==> src/rtl/ssd_pkg.sv <==
// Shared types for the seven-segment display arbiter: character codes and arbiter state.
package ssd_pkg;

    typedef logic [4:0] char_code_t;

    localparam char_code_t BLANK_CODE = 5'b11111;

    typedef enum logic {
        ARB_IDLE = 1'b0,
        ARB_HOLD = 1'b1
    } arb_state_t;

endpackage

==> src/rtl/ssd_display_arbiter_rr_picker.sv <==
// Combinational selector: first set request bit at or after start, wrapping around,
// so the requester just below start is searched last.
module rr_picker
    import ssd_pkg::*;
#(
    parameter int unsigned NUM_REQ = 4,
    parameter int unsigned IDX_W   = 2
) (
    input  logic [NUM_REQ-1:0] req,
    input  logic [IDX_W-1:0]   start,
    output logic [NUM_REQ-1:0] winner,
    output logic               valid
);

    always_comb begin
        winner = '0;
        valid  = 1'b0;
        // Upper segment [start, NUM_REQ) first, then the wrapped segment [0, start).
        for (int unsigned i = 0; i < NUM_REQ; i++) begin
            if (!valid && req[i] && (i >= 32'(start))) begin
                winner[i] = 1'b1;
                valid     = 1'b1;
            end
        end
        for (int unsigned i = 0; i < NUM_REQ; i++) begin
            if (!valid && req[i] && (i < 32'(start))) begin
                winner[i] = 1'b1;
                valid     = 1'b1;
            end
        end
    end

endmodule

==> src/rtl/ssd_display_arbiter.sv <==
// Shares a two-digit display among NUM_REQ requesters, each grant owning it for up to
// HOLD_CYCLES clocks. Define SSD_ARB_FIXED_PRI_EN for fixed priority instead of round-robin.
module ssd_display_arbiter
    import ssd_pkg::*;
#(
    parameter int unsigned NUM_REQ     = 4,
    parameter int unsigned HOLD_CYCLES = 8
) (
    input  logic                 clk,
    input  logic                 reset,
    input  logic [NUM_REQ-1:0]   req,
    input  logic [NUM_REQ*5-1:0] req_digit1,
    input  logic [NUM_REQ*5-1:0] req_digit0,
    output logic [NUM_REQ-1:0]   gnt,
    output logic [4:0]           digit1,
    output logic [4:0]           digit0,
    output logic                 busy
);

    localparam int unsigned      IDX_W       = (NUM_REQ > 1) ? $clog2(NUM_REQ) : 1;
    localparam logic [15:0]      HOLD_RELOAD = 16'(HOLD_CYCLES - 1);
    localparam logic [IDX_W-1:0] LAST_IDX    = IDX_W'(NUM_REQ - 1);

    arb_state_t         state_q, state_d;
    logic [15:0]        cnt_q, cnt_d;
    logic [IDX_W-1:0]   owner_q, owner_d;
    logic [NUM_REQ-1:0] gnt_q, gnt_d;
    char_code_t         digit1_q, digit1_d;
    char_code_t         digit0_q, digit0_d;
    logic               busy_q, busy_d;

    logic [IDX_W-1:0]   pick_start;
    logic [NUM_REQ-1:0] pick_onehot;
    logic               pick_valid;
    logic [IDX_W-1:0]   pick_idx;
    logic               owner_req;
    logic               release_hold;
    logic               grant_now;

    rr_picker #(
        .NUM_REQ (NUM_REQ),
        .IDX_W   (IDX_W)
    ) u_picker (
        .req    (req),
        .start  (pick_start),
        .winner (pick_onehot),
        .valid  (pick_valid)
    );

    // owner_q doubles as last_owner: it keeps the most recent winner after release.
    always_comb begin
`ifdef SSD_ARB_FIXED_PRI_EN
        pick_start = '0;
`else
        pick_start = (owner_q == LAST_IDX) ? '0 : owner_q + IDX_W'(1);
`endif
        pick_idx = '0;
        for (int unsigned i = 0; i < NUM_REQ; i++) begin
            if (pick_onehot[i]) begin
                pick_idx = IDX_W'(i);
            end
        end
        owner_req = 1'b0;
        for (int unsigned i = 0; i < NUM_REQ; i++) begin
            if (owner_q == IDX_W'(i)) begin
                owner_req = req[i];
            end
        end
        release_hold = (state_q == ARB_HOLD) && ((cnt_q == '0) || !owner_req);
        grant_now    = pick_valid && ((state_q == ARB_IDLE) || release_hold);
    end

    always_ff @(posedge clk or posedge reset) begin
        if (reset) begin
            state_q  <= ARB_IDLE;
            cnt_q    <= '0;
            owner_q  <= LAST_IDX;
            gnt_q    <= '0;
            busy_q   <= 1'b0;
            digit1_q <= BLANK_CODE;
            digit0_q <= BLANK_CODE;
        end else begin
            state_q  <= state_d;
            cnt_q    <= cnt_d;
            owner_q  <= owner_d;
            gnt_q    <= gnt_d;
            busy_q   <= busy_d;
            digit1_q <= digit1_d;
            digit0_q <= digit0_d;
        end
    end

    always_comb begin
        state_d = state_q;
        cnt_d   = cnt_q;
        owner_d = owner_q;
        unique case (state_q)
            ARB_IDLE: begin
                if (grant_now) begin
                    state_d = ARB_HOLD;
                    cnt_d   = HOLD_RELOAD;
                    owner_d = pick_idx;
                end
            end
            ARB_HOLD: begin
                if (grant_now) begin
                    cnt_d   = HOLD_RELOAD;
                    owner_d = pick_idx;
                end else if (release_hold) begin
                    state_d = ARB_IDLE;
                    cnt_d   = '0;
                end else begin
                    cnt_d = cnt_q - 16'd1;
                end
            end
            default: begin
                state_d = ARB_IDLE;
                cnt_d   = '0;
            end
        endcase
    end

    // On a handoff the outgoing owner's codes are still shown for one cycle, so there is no blank gap.
    always_comb begin
        gnt_d    = '0;
        busy_d   = (state_d == ARB_HOLD);
        digit1_d = BLANK_CODE;
        digit0_d = BLANK_CODE;
        if (state_d == ARB_HOLD) begin
            for (int unsigned i = 0; i < NUM_REQ; i++) begin
                gnt_d[i] = (owner_d == IDX_W'(i));
            end
        end
        if ((state_q == ARB_HOLD) && (state_d == ARB_HOLD)) begin
            for (int unsigned i = 0; i < NUM_REQ; i++) begin
                if (owner_q == IDX_W'(i)) begin
                    digit1_d = req_digit1[i*5 +: 5];
                    digit0_d = req_digit0[i*5 +: 5];
                end
            end
        end
    end

    assign gnt    = gnt_q;
    assign busy   = busy_q;
    assign digit1 = digit1_q;
    assign digit0 = digit0_q;

endmodule

==> config.mk <==
export PLATFORM = sky130hd
export DESIGN_NAME = ssd_display_arbiter
export DESIGN_NICKNAME = d
export VERILOG_FILES = /design/src/rtl/ssd_pkg.sv /design/src/rtl/ssd_display_arbiter_rr_picker.sv /design/src/rtl/ssd_display_arbiter.sv
export SDC_FILE = /design/constraint.sdc
export NUM_CORES = 1
export LEC_CHECK = 0
export BUFFER_PORTS_ARGS = -buffer_cell sky130_fd_sc_hd__buf_2
export CORE_MARGIN = 4
export CORE_UTILIZATION = 56
export DETAILED_ROUTE_END_ITERATION = 10
export GPL_TIMING_DRIVEN = 1
export PLACE_DENSITY = 0.82
export REMOVE_ABC_BUFFERS = 1
export SLEW_MARGIN = 20
export SYNTH_ARGS = -nofsm -noshare
export SYNTH_HDL_FRONTEND = slang
export SYNTH_SLANG_ARGS = --single-unit
==> constraint.sdc <==
create_clock -name clk -period 4.6 [get_ports clk]
set_input_delay 0.92 -clock clk [delete_from_list [all_inputs] [get_ports clk]]
set_output_delay 0.92 -clock clk [all_outputs]
set_load 0.005 [all_outputs]
==> impl_metrics.ini <==
[critical_path]
crit_required_ps = 4770
critPathCaptureType = flop
crit_type = reg2reg
critical_path_arrival_ps = 3150
path_max_fanout = 24
start_kind = flop

[synthesis]
post_synth_instance_area_sq_um = 2080
synth-edff-count = 0
synth_ff_type = dfrtp_1
synth_xor_area_share_pct = 0.843
synth_cell_types = 60
synthSimpleGateAreaFrac_pct = 21.8
synth_top_family_by_area = compound AO/OA/AOI/OAI gates
synth_mux_area_share_pct = 5.84
postSynthAreaPerCell_sq_um = 9.27
synth_seq_area_share_pct = 40.5
synth-compound-area-share_pct = 22.5
ys.warnings.count = 0
synthArstFlopShare_pct = 100
synthCells = 224
ys_ff_latch = 33
yosys.area_share.adder_pct = 3.61

[cells_and_area]
nFillCells = 278
area_growth_pct = 20.2
final_common_cell = buf_2
drive_gt1_share_pct = 33.2
antenna-diode-count = 0
final_nets = 331
final_cell_mix = buf_2 (60), nand2_1 (32), o21ai_0 (21), dfrtp_1 (21), dfstp_2 (12)

[placed_design]
io_buffers = 60
post-dp-hpwl_microns = 3760
routabilityCongestion = 0.819

[timing]
finalCriticalPeriod_ps = 2990
worst_pin_slew_ps = 1020
slew_headroom_pct = 31.9
holdWs_ps = 499
fin_tns_setup_ps = 0
setup_viol = 0
rsz0062_at_grt = false
max_freq_mhz = 335
final_hold_viol_count = 0
slew_viol_final = 0
skew_ps = 7.48
fin_crit_sh_pct = 64.9

[die]
core-area_sq_um = 3470
rows = 21
ios = 61
initial_utilization_pct = 59.9
die-area_sq_um = 4750
die_x_microns = 68.9
dieHeight_microns = 68.9

[clock_network]
cts.sinks = 33
clk_pin_slew_ps = 70
cts.htree.levels = 2
cts_buffers = 5
cts_buffer_depth = 2
ctsResizeCount = 0
cts_root_buffer = clkbuf_8
hold_buffers = 0
worstSkewPairLatency_ps = 290
cts_tree = yes
cts_setup_buffers = 0

[route]
via_per_inst = 6.06
drt-initial-drc-count = 155
drtAntennaViolNets = 0
firstDrtPassIters = 5
route.detailed.drc = 0
post_drt_wl_per_cell_microns = 16.1
routed_wirelength_microns = 5250
num_vias = 1976

[pwr]
ir_drop_mv = 0.500
p_leak_uw = 0.00114
power.density_nw_per_um2 = 666

[min_path]
hp-class = reg2reg

[global_route]
grt_overflow_total = 0
track_usage_pct = 24.3
grt_use_met1_pct = 33.5
grt.busiest_layer = met2
grt_pass1_wl_microns = 8540
grt_pass1_vias = 1757
grt_max_degree = 34
grtUsageMet3_pct = 4.21
antenna_found_initial = 0
grtUsageMet2_pct = 38.8

[outcome]
status = finished clean

[job]
maxCapViolCount = 0
metrics by stage:
step / util [%] / total power (uW) / worst slack (ps) / std cells / cell area (sq um)
CTS: 72.0 / 1670 / 1690 / 326 / 2500
floorplan: - / 1130 / 2220 / 211 / 2020
global route: 72.0 / 1790 / 1340 / 326 / 2500
global placement: 68.7 / 1340 / 1770 / 318 / 2380
finish: 72.0 / 1660 / 1610 / 326 / 2500
detailed placement: 68.7 / 1370 / 1750 / 318 / 2380
flip-flops by register name (all words and copies together) (netlist names):
register / flops
digit1: 5
busy: 1
gnt: 4
cnt_q: 16
owner_q: 2
digit0: 5
path summary, 6_finish.rpt:
| kind | startpoint | to | slack [ps] | cells after the start |
|---|---|---|---|---|
| setup / recovery | owner_q[0] | cnt_q[0] | 1610 | 7 |
| hold / removal | cnt_q[15] | cnt_q[15] | 500 | 1 |
| setup reg to reg | owner_q[0] | cnt_q[0] | 1610 | 7 |
| hold reg to reg | cnt_q[15] | cnt_q[15] | 500 | 1 |
| max in group asynchronous | reset | digit1[0] | 3570 | 3 |
| min in group asynchronous | reset | cnt_q[1] | 710 | 3 |
layout make-up:
cell class | instances | area (sq um) | share of cell area [%]
Multi-Input combinational cell | 167 | 1130 | 45.4
Sequential cell | 33 | 841 | 33.7
Timing Repair Buffer | 61 | 308 | 12.3
Clock buffer | 7 | 86.3 | 3.46
Tap cell | 46 | 57.6 | 2.30
Inverter | 11 | 41.3 | 1.65
Clock inverter | 1 | 30.0 | 1.20
cells in the mapped netlist, drive strengths merged, types with 6 or more instances:
cell type,n,area (sq um)
nand2,32,120
dfrtp,21,526
o21ai,21,105
dfstp,12,315
inv,11,41.3
mux2i,11,110
o22ai,11,68.8
nor2,10,61.3
buf,7,38.8
a31oi,6,37.5
clkbuf,6,22.5
ha,6,75.1
nand2b,6,37.5
routing by layer:
layer / share of wire (%) / vias up
met5: 0 / -
met1: 44 / 953
met3: 6.4 / 7
met4: 1.2 / 0
li1: - / 941
met2: 49 / 75
power breakdown:
group	switching [uW]	total, uW	internal, uW
Clock	105	282	177
Sequential	76.5	506	429
Combinational	508	875	367
Total	690	1660	973
cells by family (layout without fill, tap and decap cells):
logic type                 after synthesis  count (layout)
adders and majority gates                6               6
AOI/OAI and AO/OA                       69              69
DFF                                     33              33
buffers and inverters                   24              80
xor gates and xnor gates                 2               2
muxes                                   12              12
and+or+nand+nor                         78              78
worst max-delay path, stage by stage (launching register included):
cell	delay (ps)
dfstp_2	600
inv_1	110
ha_1	470
inv_1	140
o311ai_0	200
nor2_1	830
a21oi_2	180
a211o_1	330
(Power assumes the default switching activity.)
